--- src/rtl/photonic_switch_pkg.sv ---
// ---------------------------------------------------------------------------
// photonic_switch_pkg
// Shared widths, divider limits and decoder constants for the photonic
// vernier switch, plus the W clamp helper used when a new code is loaded.
// ---------------------------------------------------------------------------
package photonic_switch_pkg;

   localparam int unsigned W_WIDTH  = 13;   // requested delay code width
   localparam int unsigned V_WIDTH  = 7;    // decoded value / edge counter width
   localparam int unsigned CNT_W    = 5;    // divider counter width

   localparam int unsigned DIV8_MAX = 24;   // 200 MHz / 25 -> 8 MHz
   localparam int unsigned DIV1_MAX = 7;    // 8 MHz / 8   -> 1 MHz
   localparam int unsigned MODULUS  = 81;   // vernier modulus (clkB cycles)
   localparam int unsigned W_MAX    = 6479; // largest meaningful code: 79*81+80

   typedef logic [W_WIDTH-1:0] wcode_t;
   typedef logic [V_WIDTH-1:0] val_t;
   typedef logic [CNT_W-1:0]   cnt_t;

   localparam wcode_t W_MAX_C = wcode_t'(W_MAX);
   localparam wcode_t MOD_C   = wcode_t'(MODULUS);
   localparam val_t   CNT_SAT = '1;          // edge counters stick at 127

   function automatic wcode_t clamp_w(input wcode_t w);
      return (w > W_MAX_C) ? W_MAX_C : w;
   endfunction

endpackage

--- src/rtl/photonic_switch_wrap_counter.sv ---
// ---------------------------------------------------------------------------
// wrap_counter
// Counts 0..MAX and wraps to 0, advancing only on cycles where en_i is high.
// Ports:
//   clk    - core clock
//   rst_n  - asynchronous active-low reset (count cleared to 0)
//   en_i   - advance enable
//   cnt_o  - current count
// ---------------------------------------------------------------------------
module wrap_counter #(
   parameter int unsigned WIDTH = 5,
   parameter int unsigned MAX   = 24
) (
   input  logic             clk,
   input  logic             rst_n,
   input  logic             en_i,
   output logic [WIDTH-1:0] cnt_o
);

   localparam logic [WIDTH-1:0] MAX_C = WIDTH'(MAX);

   logic [WIDTH-1:0] cnt_q, cnt_d;

   always_comb begin
      cnt_d = cnt_q;
      if (en_i) cnt_d = (cnt_q == MAX_C) ? '0 : cnt_q + 1'b1;
   end

   always_ff @(posedge clk or negedge rst_n) begin
      if (!rst_n) cnt_q <= '0;
      else        cnt_q <= cnt_d;
   end

   assign cnt_o = cnt_q;

endmodule

--- src/rtl/photonic_switch_top.sv ---
// ---------------------------------------------------------------------------
// photonic_switch_top
// Vernier PWM generator. A load captures delay code W (clamped to 6479) and a
// serial divider splits it into A = W/81 and B = W%81, one subtraction per
// enabled cycle. Every 1 MHz frame tick (with a valid decode) re-arms two
// edge counters: PWMset fires on clkA edge number A (0-based) of the frame,
// PWMreset on clkB edge number B. clkA/clkB are asynchronous tones that are
// synchronized and edge-detected as plain data.
// Ports:
//   clk, reset (async active-low), en (global freeze when low), load, W
//   clkA, clkB          - reference tones (<= clk/2.4)
//   PWMset, PWMreset    - one-cycle pulses, at most one each per frame
//   signal, signal_b    - set at the matching edge, cleared by the frame tick
//   A_val, B_val, decoderDone - decode result
//   c1, c2, cA, cB, en_8MHz, en_1MHz - debug taps
// Build option: define PSW_DEBUG_EN to drive the debug taps with live values;
// otherwise they are tied to 0.
// ---------------------------------------------------------------------------
module photonic_switch_top
   import photonic_switch_pkg::*;
(
   input  logic               clk,
   input  logic               reset,
   input  logic               en,
   input  logic               load,
   input  logic               clkA,
   input  logic               clkB,
   input  logic [W_WIDTH-1:0] W,
   output logic               PWMset,
   output logic               PWMreset,
   output logic               signal,
   output logic               signal_b,
   output logic [V_WIDTH-1:0] A_val,
   output logic [V_WIDTH-1:0] B_val,
   output logic               decoderDone,
   output logic [CNT_W-1:0]   c1,
   output logic [CNT_W-1:0]   c2,
   output logic [V_WIDTH-1:0] cA,
   output logic [V_WIDTH-1:0] cB,
   output logic               en_8MHz,
   output logic               en_1MHz
);

   // ---------------- frame dividers: 200 MHz -> 8 MHz -> 1 MHz -------------
   cnt_t c1_w, c2_w;
   logic en8_w, en1_w;

   wrap_counter #(.WIDTH(CNT_W), .MAX(DIV8_MAX)) u_div8 (
      .clk   (clk),
      .rst_n (reset),
      .en_i  (en),
      .cnt_o (c1_w)
   );

   assign en8_w = en & (c1_w == cnt_t'(DIV8_MAX));

   wrap_counter #(.WIDTH(CNT_W), .MAX(DIV1_MAX)) u_div1 (
      .clk   (clk),
      .rst_n (reset),
      .en_i  (en8_w),
      .cnt_o (c2_w)
   );

   assign en1_w = en8_w & (c2_w == cnt_t'(DIV1_MAX));

   // ---------------- serial divide-by-81 decoder ---------------------------
   wcode_t rem_q, rem_d;
   val_t   quo_q, quo_d;
   val_t   aval_q, aval_d, bval_q, bval_d;
   logic   busy_q, busy_d, done_q, done_d;

   always_comb begin
      rem_d  = rem_q;
      quo_d  = quo_q;
      aval_d = aval_q;
      bval_d = bval_q;
      busy_d = busy_q;
      done_d = done_q;
      if (en) begin
         if (load) begin
            // a load always wins, so a load mid-decode restarts it
            rem_d  = clamp_w(W);
            quo_d  = '0;
            busy_d = 1'b1;
            done_d = 1'b0;
         end else if (busy_q) begin
            if (rem_q >= MOD_C) begin
               rem_d = rem_q - MOD_C;
               quo_d = quo_q + 1'b1;
            end else begin
               aval_d = quo_q;
               bval_d = val_t'(rem_q);   // rem < 81 here, fits in 7 bits
               busy_d = 1'b0;
               done_d = 1'b1;
            end
         end
      end
   end

   always_ff @(posedge clk or negedge reset) begin
      if (!reset) begin
         rem_q  <= '0;
         quo_q  <= '0;
         aval_q <= '0;
         bval_q <= '0;
         busy_q <= 1'b0;
         done_q <= 1'b0;
      end else begin
         rem_q  <= rem_d;
         quo_q  <= quo_d;
         aval_q <= aval_d;
         bval_q <= bval_d;
         busy_q <= busy_d;
         done_q <= done_d;
      end
   end

   // ---------------- tone synchronizers + rising-edge detect ---------------
   // bits [1:0] are the two-flop synchronizer, bit [2] the edge-detect history.
   // These run regardless of en so the pipeline is never stale on resume.
   logic [2:0] sa_q, sb_q;
   logic [1:0] rise;

   always_ff @(posedge clk or negedge reset) begin
      if (!reset) begin
         sa_q <= '0;
         sb_q <= '0;
      end else begin
         sa_q <= {sa_q[1:0], clkA};
         sb_q <= {sb_q[1:0], clkB};
      end
   end

   assign rise = {sb_q[1] & ~sb_q[2], sa_q[1] & ~sa_q[2]};

   // ---------------- per-channel frame logic (0 = clkA/set, 1 = clkB/reset)
   logic                    tick;
   logic [1:0][V_WIDTH-1:0] tgt;
   logic [1:0][V_WIDTH-1:0] cnt_q, cnt_d;
   logic [1:0]              armed_q, armed_d;
   logic [1:0]              sig_q, sig_d;
   logic [1:0]              pls_q, pls_d;

   assign tick = en1_w & done_q;     // frames never arm without a valid decode
   assign tgt  = {bval_q, aval_q};

   always_comb begin
      cnt_d   = cnt_q;
      armed_d = armed_q;
      sig_d   = sig_q;
      pls_d   = pls_q;
      for (int i = 0; i < 2; i++) begin
         if (en) begin
            pls_d[i] = 1'b0;
            if (tick) begin
               armed_d[i] = 1'b1;
               sig_d[i]   = 1'b0;
               cnt_d[i]   = '0;
               // a coincident edge is edge 0 of the new frame
               if (rise[i]) begin
                  if (tgt[i] == '0) begin
                     sig_d[i] = 1'b1;
                     pls_d[i] = 1'b1;
                  end
                  cnt_d[i] = val_t'(1);
               end
            end else if (rise[i]) begin
               // sig_q doubles as the fired flag: one pulse per frame
               if (armed_q[i] && !sig_q[i] && (cnt_q[i] == tgt[i])) begin
                  sig_d[i] = 1'b1;
                  pls_d[i] = 1'b1;
               end
               if (cnt_q[i] != CNT_SAT) cnt_d[i] = cnt_q[i] + 1'b1;
            end
         end
      end
   end

   always_ff @(posedge clk or negedge reset) begin
      if (!reset) begin
         cnt_q   <= '0;
         armed_q <= '0;
         sig_q   <= '0;
         pls_q   <= '0;
      end else begin
         cnt_q   <= cnt_d;
         armed_q <= armed_d;
         sig_q   <= sig_d;
         pls_q   <= pls_d;
      end
   end

   // ---------------- outputs ----------------------------------------------
   assign PWMset      = pls_q[0];
   assign PWMreset    = pls_q[1];
   assign signal      = sig_q[0];
   assign signal_b    = sig_q[1];
   assign A_val       = aval_q;
   assign B_val       = bval_q;
   assign decoderDone = done_q;

`ifdef PSW_DEBUG_EN
   assign c1      = c1_w;
   assign c2      = c2_w;
   assign cA      = cnt_q[0];
   assign cB      = cnt_q[1];
   assign en_8MHz = en8_w;
   assign en_1MHz = en1_w;
`else
   assign c1      = '0;
   assign c2      = '0;
   assign cA      = '0;
   assign cB      = '0;
   assign en_8MHz = 1'b0;
   assign en_1MHz = 1'b0;
`endif

endmodule

--- config.mk ---
export PLATFORM = sky130hd
export DESIGN_NAME = photonic_switch_top
export DESIGN_NICKNAME = d
export VERILOG_FILES = /design/src/rtl/photonic_switch_pkg.sv /design/src/rtl/photonic_switch_wrap_counter.sv /design/src/rtl/photonic_switch_top.sv
export SDC_FILE = /design/constraint.sdc
export NUM_CORES = 1
export LEC_CHECK = 0
export CAP_MARGIN = 15
export CORE_UTILIZATION = 58
export DETAILED_ROUTE_END_ITERATION = 7
export MAX_ROUTING_LAYER = met4
export PLACE_DENSITY = 0.87
export SYNTH_ARGS = -nofsm -noshare
export SYNTH_HDL_FRONTEND = slang
export SYNTH_HIERARCHICAL = 1
export SYNTH_SLANG_ARGS = --single-unit
--- constraint.sdc ---
create_clock -name clk -period 4.39 [get_ports clk]
set_input_delay 0.439 -clock clk [delete_from_list [all_inputs] [get_ports clk]]
set_output_delay 0.439 -clock clk [all_outputs]
set_load 0.03 [all_outputs]
Word level (Yosys, flattened, before mapping)
Index checks and enable logic that the tools add are counted.
- register bits: 71
- input port bits: 19
- output and inout port bits: 45
- add/sub/neg operators: 6
- order comparisons: 2
- equal/unequal tests: 7
- multiplexer cells: 39
- bitwise logic cells: 9
- reduce and logical (&&, ||, !) cells: 24
- operators by type and width (kind ; number):
    $mux W7 ; 9
    $mux W13 ; 4
    $mux W1 ; 24
    $add A7 B1 Y7 const B ; 3
    $reduce_and A3 Y1 ; 6
    $reduce_bool A2 Y1 ; 8
    $eq A7 B7 Y1 ; 2
    $logic_not A7 Y1 ; 2
    $ne A7 B7 Y1 const B ; 2
    $ge A13 B7 Y1 const B ; 1
    $gt A13 B13 Y1 const B ; 1
    $sub A13 B7 Y13 const B ; 1
    $add A5 B1 Y5 const B ; 2
    $mux W5 ; 2
    $and A1 B1 Y1 ; 5
    $eq A5 B3 Y1 const B ; 1
    $eq A5 B5 Y1 const B ; 1
    $logic_and A1 B1 Y1 ; 4
    $not A1 Y1 ; 4
    $reduce_and A4 Y1 ; 1
    $logic_not A1 Y1 ; 2
    $ne A2 B2 Y1 const B ; 1
    $reduce_and A2 Y1 ; 1

Depth between registers and ports, before layout
Gate-level depths: netlist of run 1.
- depth in word-level cells: 6
- gate-level depth with buffers: 8

Cells and area by module
The synthesis of run 1 kept the hierarchy.
- by module, submodules not included (module ; times used ; cells an instance ; area an instance (um^2)):
    photonic_switch_top ; 1 ; 356 ; 3509.6
    wrap_counter at u_div8 ; 1 ; 30 ; 286.5
    wrap_counter at u_div1 ; 1 ; 21 ; 240.2

Worst setup path after synthesis of run 1
OpenSTA, ideal clock, no wires.
- path type: reg2reg
- from: register rem_q[1]
- to: register aval_q[0], in the netlist A_val[0]
- setup time: 125 ps
- data arrival time: 2054 ps
- data required time: 4265 ps
- slack: 2211 ps
- stages on the path, launching flop included: 9
- path buffers: 1
- clock period less this slack: 2179 ps
- path through: dfrtp_1 > inv_1 > ha_1 > or3b_1 > a211oi_2 > or2_4 > nor3_4 > buf_12 > mux2_4
- cells in the longest elaborated chain, start to end: 3
- RTL lines (item ; line ; RTL):
    start, declared ; photonic_switch_top.sv:67 ; wcode_t rem_q, rem_d;
    start signal, assigned ; photonic_switch_top.sv:109 ; rem_q <= rem_d;
    $ge A13 B7 Y1 ; photonic_switch_top.sv:87 ; if (rem_q >= MOD_C) begin
    $not A1 Y1 (no source line) ; -- ;
    $reduce_and A4 Y1 (no source line) ; -- ;
    end signal, assigned ; photonic_switch_top.sv:111 ; aval_q <= aval_d;
    end, declared ; photonic_switch_top.sv:69 ; val_t aval_q, aval_d, bval_q, bval_d;
Every way passes these cells.
A chain may end at the register's enable or synchronous reset.

Final worst setup path of run 1
- from: input port load
- to: register quo_q[5]
- cells in the longest elaborated chain, start to end: 2
- elaborated cells between the ends (all ways): 4
- RTL lines (item ; line ; RTL):
    start, declared ; photonic_switch_top.sv:25 ; input logic load,
    $reduce_bool A2 Y1 (no source line) ; -- ;
    $reduce_and A3 Y1 (no source line) ; -- ;
    end signal, assigned ; photonic_switch_top.sv:110 ; quo_q <= quo_d;
    end, declared ; photonic_switch_top.sv:68 ; val_t quo_q, quo_d;
Several ways; a longest one is shown, not always the timed one.

==> reports/qor.yml, run 1 <==
status: "completed"
cts_setup_buffers: 0
numPortBuffers: 37
crit_type: "in -> reg"
ys_ff_latch: 71
setup_viol: 0
cts_buffers: 9
ys_seq_area_frac: 0.4402
ir_worst_vdd_v: 0.0002327
worstSetupEndpointType: "flop"
drv_slew: 0
ys.warnings.count: 6
die_x_um: 85.42
wl_per_cell_um: 15.28
synth_cell_types: 70
synth-edff-count: 0
drive_above_1_share: 0.1067
fp.coreArea_um2: 6756
vias: 3165
clock-root-buffer: "clkbuf_8"
hold_viol: 0
fmax_mhz: 367.0
drt_iter0_markers: 236
finalCriticalPeriod_ns: 2.725
final_cell_count_no_fill: 530
synth-async-reset-ratio: 1.000
p_leak_nw: 1.981
clock_sinks: 71
synth.area.top_cells: "dfrtp_1, buf_4, mux2_4, xnor2_1, nand2_1"
antenna_found_initial: 0
via_per_inst: 5.972
route.detailed.drc: 0
p_comb_frac: 0.289
netlist_instances: 407
yosysTopAreaCellShare: 0.4402
die_area_um2: 7297
place_area_um2: 4343
n_antenna_cell: 0
switchingPower_mw: 0.8435
yosysTopAreaCell: "dfrtp_1"
grt_max_degree: 50
worst-endpoint-arrival_ns: 2.95
swShare: 0.3719
synth_most_common_cell: "dfrtp_1"
ctsHoldBuffers: 0
crit_path_start_kind: "input port"
required_ns: 4.62
skew_ns: 0.008682
ant_nets: 0
maxSlewHeadroom: 0.4007
tns_ns: 0
finalWeightedCongestion: 0.9377
rsz0062_at_grt: "false"
fin_crit_sh: 0.6207
grt_pass1_wl_mm: 13.86
cts_resized: 0
dpl_worst_slack_ns: 1.380
ys_top_cells_by_count: "dfrtp_1, nand2_1, nor2_1, buf_4, o21ai_0"
htree_levels: 3
fin_ws_ns: 1.665
syn2layout_area_growth_pct: 13.42
syn-cell-area_um2: 4036
grt_pass1_vias: 2908
fin_util: 0.6776
cts_buffer_depth: 2
dr.pass1.iters: 5
critical_path_peak_fanout: 26
synthFlopType: "dfrtp_1"
overflow: 0
cts_tree: "done"
track_usage: 0.2465
cellPowerDensity_nw_per_um2: 495.4
clock_latency_ns: 0.34
num_rows: 30
cellInternalPower_mw: 1.425
hp-class: "in -> async"
die_h_um: 85.42
worst_pin_slew_ns: 0.8989
maxCapViolations: 0
pin_count: 64
dp_cells: 513
fin_area_um2: 4578
clkPwrFrac: 0.244
start_util: 0.5974
clk_pin_slew_worst_paths_ns: 0.08
seqPwrFrac: 0.466
syn_area_per_cell_um2: 9.917
fin_nets: 472
drt-total-wl_mm: 8.101
dpl.hpwl_mm: 5.705
==> critical path, stage by stage <==
cell and delay [ns]:
clkdlybuf4s50_1 0.39, buf_4 0.22, inv_1 0.47, nand4_1 0.26
o21ai_2 0.77, nor4_1 0.10, a311o_1 0.29
==> per-layer routing <==
layer  vias to the layer above  global-route usage  wire length, um
li1                       1498                   -                -
met1                      1516              0.3263             3607
met2                       135              0.3876             3924
met3                        16             0.03405              410
met4                         0             0.09394              159
met5                         -                   -                0
==> power groups by stage <==
stage	clock network (mW)	logic (mW)	registers [mW]
after floorplan	0	0.496	1.03
after global placement	0	0.617	1.05
after detailed placement	0	0.648	1.06
after CTS	0.565	0.653	1.05
after global routing	0.588	0.737	1.09
final	0.554	0.656	1.06
==> placed cells by master, fill, tap and decap left out, drive strengths merged, types with 3 or more instances in the layout <==
cell type	count
a21oi	10
a41oi	3
and3	4
buf	6
clkbuf	11
clkdlybuf4s50	36
conb	26
dfrtp	71
ha	8
inv	17
mux2	14
mux2i	6
nand2	34
nand3	22
nand4	15
nor2	33
nor2b	3
nor3	5
nor3b	3
nor4	9
o21a	3
o21ai	28
o221ai	6
o22ai	3
xnor2	16
xor2	10
==> worst paths after layout <==
check,startpoint,end,slack [ns],depth (start not counted)
worst min register to register,sa_q[0],sa_q[1],0.35,0
worst max register to register,rem_q[0],A_val[1],1.70,5
min in group clk,sa_q[0],sa_q[1],0.35,0
worst max-delay path,load,quo_q[5],1.67,7
worst min-delay path,reset,B_val[3],0.07,1
max in group asynchronous,reset,quo_q[3],3.63,2
==> layout make-up <==
type | instances | area (um2)
tap | 80 | 100.1
clock inverter | 5 | 63.81
clock buffer | 11 | 151.4
sequential | 71 | 1777
timing repair buffer | 42 | 415.4
fill | 480 | 2178
inverter | 15 | 56.30
multi-input combinational | 306 | 2014
==> stage by stage <==
stage / hold slack, ns / power (mW)
after floorplan: 0.1434 / 1.525
after global placement: 0.3330 / 1.665
after detailed placement: 0.3482 / 1.712
after CTS: 0.3349 / 2.270
after global routing: 0.1023 / 2.414
final: 0.06936 / 2.268
==> flip-flops by register name, summed over array words and instances, names as in the netlist, 2 cells and up <==
signal        count
u_div1/cnt_o      5
sb_q              3
pls_q             2
rem_q            13
quo_q             7
sa_q              3
sig_q             2
A_val             7
B_val             7
u_div8/cnt_o      5
cnt_q            14
==> cells by family after synthesis <==
| family | count (synthesis) | synth area share |
|---|---|---|
| other | 1 | 0.0009291 |
| multiplexers | 20 | 0.06324 |
| XOR/XNOR | 26 | 0.05641 |
| flip-flops | 71 | 0.4402 |
| buffers and inverters | 55 | 0.08400 |
| adder cells (fa/ha/maj) | 8 | 0.02480 |
| AND/OR/NAND/NOR | 148 | 0.1959 |
| AO/OA/AOI/OAI | 78 | 0.1345 |
No activity file was read; power rests on OpenSTA's default activity.
==> run 2, diff against run 1 <==
--- a/config.mk
+++ b/config.mk
@@ -6,10 +6,10 @@
 export NUM_CORES = 1
 export LEC_CHECK = 0
 export CAP_MARGIN = 15
-export CORE_UTILIZATION = 58
+export CORE_UTILIZATION = 49
 export DETAILED_ROUTE_END_ITERATION = 7
 export MAX_ROUTING_LAYER = met4
-export PLACE_DENSITY = 0.87
+export PLACE_DENSITY = 0.79
 export SYNTH_ARGS = -nofsm -noshare
 export SYNTH_HDL_FRONTEND = slang
 export SYNTH_HIERARCHICAL = 1
==> constraint.sdc (replaced) <==
create_clock -name clk -period 2.45 [get_ports clk]
set_input_delay 0.245 -clock clk [delete_from_list [all_inputs] [get_ports clk]]
set_output_delay 0.245 -clock clk [all_outputs]
set_load 0.03 [all_outputs]
==> run 2 against run 1 <==
Net effect:
- combinational power increased by 98%
- non-clock buffer count increased by 17
- sequential power increased by 75%
- final area increased by 2.8%
- routed wire length increased by 3.1%
- first-iteration DRC count decreased by 28%
==> reports/qor.yml, run 2 (synthesis gave the netlist of run 1 again) <==
die_h_um: 92.76
drv_slew: 0
swShare: 0.3831
antenna_found_initial: 0
die_area_um2: 8604
timing.rr.end: "quo_q[6]"
cellInternalPower_mw: 2.460
track_usage: 0.2171
p_comb_frac: 0.326
ir_worst_vdd_v: 0.0003128
ant_nets: 0
switchingPower_mw: 1.527
setup_viol: 0
reg2reg_from: "rem_q[1]"
via_per_inst: 5.552
critPathTopFamily: "simple AND/OR/NAND/NOR gates"
pin_count: 64
htree_levels: 3
hold_viol: 0
dpl.hpwl_mm: 6.101
cts_resized: 0
clock_sinks: 71
hp-class: "in -> reg"
numPortBuffers: 37
startpoint: "rem_q[1]"
maxCapViolations: 0
clock_latency_ns: 0.35
dpl_worst_slack_ns: -0.007943
clk_pin_slew_worst_paths_ns: 0.09
required_ns: 2.74
use_met2: 0.3382
clock-root-buffer: "clkbuf_8"
drt_iter0_markers: 171
cellPowerDensity_nw_per_um2: 847.5
reg2reg_slack_ns: 0.13
drive_above_1_share: 0.1370
finalWeightedCongestion: 0.9079
status: "completed"
drt-total-wl_mm: 8.351
worst-endpoint-arrival_ns: 2.60
fin_crit_sh: 0.9455
start_util: 0.5143
critical_path_peak_fanout: 13
grt_pass1_vias: 3031
route.detailed.drc: 0
clkPwrFrac: 0.209
seqPwrFrac: 0.465
crit_path_start_kind: "flop"
fin_ws_ns: 0.1334
die_x_um: 92.76
busiest_layer: "met2"
syn2layout_area_growth_pct: 16.55
fin_nets: 489
met1_usage: 0.2787
finalCriticalPeriod_ns: 2.317
p_leak_nw: 2.046
overflow: 0
grt_pass1_wl_mm: 14.26
fin_util: 0.5995
crit_cells: 8
grt_max_degree: 72
largest-register: "cnt_q"
path_buf_inv: 2
cts_buffer_depth: 2
crit_slowest_cell: "or4_1"
rsz0062_at_grt: "true"
worstSetupEndpointType: "flop"
worst_pin_slew_ns: 0.6007
slowest_delay_ns: 0.50
maxSlewHeadroom: 0.5942
num_rows: 32
use_met3: 0.04187
reg2regPathDepth: 8
vias: 3159
cts_buffers: 9
final_cell_mix: "dfrtp_1, clkdlybuf4s50_1, nand2_1"
crit_type: "reg -> reg"
largest_reg_flops: 14
fp.coreArea_um2: 7848
largest_registers: "cnt_q: 14 flops, rem_q: 13 flops"
cts_tree: "done"
n_antenna_cell: 0
wl_per_cell_um: 14.68
skew_ns: 0.01831
fmax_mhz: 431.7
layout_commonest_cell: "dfrtp_1"
worstSetupEndpoint: "quo_q[6]"
dr.pass1.iters: 4
cp_cell_sequence: "inv_1 > ha_1 > or3b_1 > a211oi_2 > buf_4 > o21ai_2 > or4_1 > nand3_1"
run 2: cell count changes in the layout (fill, tap and decap cells not counted):
cell           previous run  this run
clkbuf_8                 11         9
dlygate4sd3_1             0         1
inv_6                     2         1
clkinv_2                  0         3
bufinv_16                 1         0
clkinvlp_4                1         2
buf_4                     4        19
buf_12                    1         2
run 2: worst min-delay path by stage:
| stage | to | slack (ns) | start | cells after the start |
|---|---|---|---|---|
| finish | sa_q[0] | 0.33 | clkA | 1 |
| global route | sa_q[0] | 0.32 | clkA | 1 |
| CTS | sa_q[0] | 0.33 | clkA | 1 |
| detailed placement | cnt_q[7] | 0.30 | reset | 2 |
| global placement | cnt_q[7] | 0.30 | reset | 2 |
| floorplan | A_val[0] | -0.05 | reset | 0 |
run 2: timing repair:
action | in CTS | in global routing
hold endpoints to repair | 71 | 0
buffers inserted | 1 | 0
endpoints found under the setup margin | 4 | 1
pin swaps | 1 | 0
hold buffers | 1 | 0
run 2: layer usage:
layer	up-vias	wire, um
li1	1540	-
met1	1522	3866
met2	82	4001
met3	15	317
met4	0	165
met5	-	0
run 2: stage by stage:
stage	hold WS [ns]	TNS, ns	cell area (um2)	std cells	power (mW)
final	0.3324	0	4705	569	3.987
after global placement	0.3029	0	4503	551	3.100
after global routing	0.3195	-0.01115	4705	569	4.251
after CTS	0.3304	0	4705	569	3.994
after detailed placement	0.3011	-0.01102	4503	551	3.161
after floorplan	-0.05059	0	4130	432	2.733
run 2: worst register-to-register path: cells and delay by family, from the launching register on:
family / cells / cell delay (ns)
AND/OR/NAND/NOR: 3 / 0.95
flip-flops: 1 / 0.44
AO/OA/AOI/OAI: 2 / 0.42
buffers and inverters: 2 / 0.31
adder cells (fa/ha/maj): 1 / 0.15
run 2: layout make-up:
type,count,area (um2)
Timing Repair Buffer,59,558.0
Sequential cell,71,1777
Clock inverter,7,47.55
Inverter,15,56.30
Fill cell,693,3143
Clock buffer,9,123.9
Multi-Input combinational cell,306,2014
Tap cell,102,127.6
run 2: power by group through the flow:
stage	registers, mW	clock network [mW]	logic (mW)
2_1_floorplan	1.84	0	0.890
3_3_place_gp	1.84	0	1.26
3_5_place_dp	1.87	0	1.29
4_1_cts	1.85	0.843	1.30
5_1_grt	1.91	0.900	1.44
6_report	1.85	0.835	1.30
==> run 3, diff against run 2 <==
--- a/config.mk
+++ b/config.mk
@@ -6,10 +6,13 @@
 export NUM_CORES = 1
 export LEC_CHECK = 0
 export CAP_MARGIN = 15
+export CORE_ASPECT_RATIO = 1.75
 export CORE_UTILIZATION = 49
 export DETAILED_ROUTE_END_ITERATION = 7
+export GPL_ROUTABILITY_DRIVEN = 0
 export MAX_ROUTING_LAYER = met4
 export PLACE_DENSITY = 0.79
+export SKIP_CTS_REPAIR_TIMING = 1
 export SYNTH_ARGS = -nofsm -noshare
 export SYNTH_HDL_FRONTEND = slang
 export SYNTH_HIERARCHICAL = 1
==> run 3 against run 2 <==
Net effect:
- the run now ends with design-rule violations left
- utilization down 0.33 points
- clock power up 41%
- non-clock buffer count down 7
- fmax down 3.0%
- register-to-register slack worse by 0.07 ns
- final cell count down 3.7%
- via count up 2.0%
- sequential power up 3%
- critical path type unchanged
- global-route usage up 1.2 points
- first-iteration DRC count up 37%
- power up 8.7%
==> reports/qor.yml, run 3 (synthesis gave the netlist of run 1 again) <==
cts_buffer_depth: 2
track_usage: 0.2290
layout_commonest_cell: "dfrtp_1"
worst-endpoint-arrival_ns: 2.60
dr.pass1.iters: 6
maxSlewHeadroom: 0.5603
grt_pass1_wl_mm: 15.02
largest_registers: "cnt_q: 14 flops, rem_q: 13 flops"
crit_slowest_cell: "dfrtp_1"
worstSetupEndpointType: "flop"
maxCapViolations: 0
fmax_mhz: 418.8
antenna_found_initial: 0
dp_cells: 533
n_antenna_cell: 0
final_cell_mix: "dfrtp_1, clkdlybuf4s50_1, nand2_1"
hold_viol: 0
grt_pass1_vias: 3261
cp_cell_sequence: "inv_1 > ha_1 > or3b_1 > a211oi_4 > o21ai_4 > buf_4 > a221o_1"
crit_path_start_kind: "flop"
critical_path_peak_fanout: 13
skew_ns: 0.005817
fin_nets: 482
die_area_um2: 8619
cts_tree: "done"
dpl.hpwl_mm: 6.521
die_x_um: 70.61
route.detailed.drc: 8
drt_iter0_markers: 235
clock_latency_ns: 0.33
fp.coreArea_um2: 7963
finalCriticalPeriod_ns: 2.388
clk_pin_slew_worst_paths_ns: 0.05
cellPowerDensity_nw_per_um2: 913.3
syn2layout_area_growth_pct: 17.61
vias: 3222
via_per_inst: 5.880
required_ns: 2.66
fin_area_um2: 4747
crit_type: "reg -> reg"
largest_reg_flops: 14
start_util: 0.5069
clock-root-buffer: "clkbuf_16"
overflow: 0
cts_buffers: 9
final_cell_count_no_fill: 548
status: "finished, violations left"
slowest_delay_ns: 0.43
drive_above_1_share: 0.1179
fin_crit_sh: 0.9746
drv_slew: 0
wl_per_cell_um: 16.29
p_total_mw: 4.335
numPortBuffers: 37
die_h_um: 122.1
htree_levels: 3
drt-total-wl_mm: 8.925
violations: "design-rule violations"
num_rows: 43
grt_max_degree: 46
ant_nets: 0
dpl_worst_slack_ns: -0.002452
pin_count: 64
hp-class: "reg -> reg"
ir_worst_vdd_v: 0.0004973
setup_viol: 0
worst_pin_slew_ns: 0.6510
clock_sinks: 71
fin_ws_ns: 0.06218
p_leak_nw: 2.059
largest-register: "cnt_q"
place_area_um2: 4456
==> run 3: changes by cell type in the layout (fill, tap and decap cells not counted), sizes merged <==
cell,delta
clkinvlp,-2
clkinv,-3
clkbuf,+4
inv,-1
buf,-7
==> run 3: per-layer routing <==
| metal | global-route usage | vias up | routed length [um] | share of wire |
|---|---|---|---|---|
| li1 | - | 1515 | - | - |
| met1 | 0.2378 | 1581 | 3429 | 0.38 |
| met2 | 0.4035 | 95 | 4847 | 0.54 |
| met3 | 0.04880 | 31 | 343 | 0.038 |
| met4 | 0.1213 | 0 | 305 | 0.034 |
| met5 | - | - | 0 | 0 |
==> run 3: per-stage QoR <==
| stage | TNS (ns) | hold WS, ns | util |
|---|---|---|---|
| after floorplan | 0 | -0.05059 | - |
| after global placement | 0 | 0.2979 | 0.5596 |
| after detailed placement | -0.002452 | 0.3101 | 0.5596 |
| after CTS | -0.04176 | -0.05414 | 0.5929 |
| after global routing | -0.002817 | 0.3595 | 0.5962 |
| final | 0 | 0.3470 | 0.5962 |
==> run 3: power by group <==
group / leakage [nW] / internal, mW / switching [mW]
sequential: 0.897 / 1.46 / 0.452
combinational: 1.03 / 0.597 / 0.645
clock: 0.132 / 0.727 / 0.452
==> run 3: final timing paths <==
path                               start  endpoint  slack, ns  cells past startpoint
worst min-delay path             sa_q[0]   sa_q[1]       0.35                      0
max in group asynchronous          reset  rem_q[0]       1.32                      3
worst max-delay path            rem_q[1]  rem_q[8]       0.06                      7
worst min register to register   sa_q[0]   sa_q[1]       0.35                      0
min in group asynchronous          reset  cnt_q[8]       0.47                      2
worst max register to register  rem_q[1]  rem_q[8]       0.06                      7
==> run 3: cell type report <==
class | instances | area, um2
multi-input combinational | 306 | 2029
fill | 669 | 3216
clock inverter | 1 | 5.005
clock buffer | 13 | 260.3
inverter | 15 | 56.30
timing repair buffer | 52 | 505.5
sequential | 71 | 1778
tap | 90 | 112.6
==> run 3: critical path: cells and delay by family (launching register included) <==
family,cells,cell delay [ns]
buffers and inverters,2,0.34
and+or+nand+nor,1,0.40
AOI/OAI and AO/OA,3,0.92
adders and majority gates,1,0.17
DFF,1,0.43
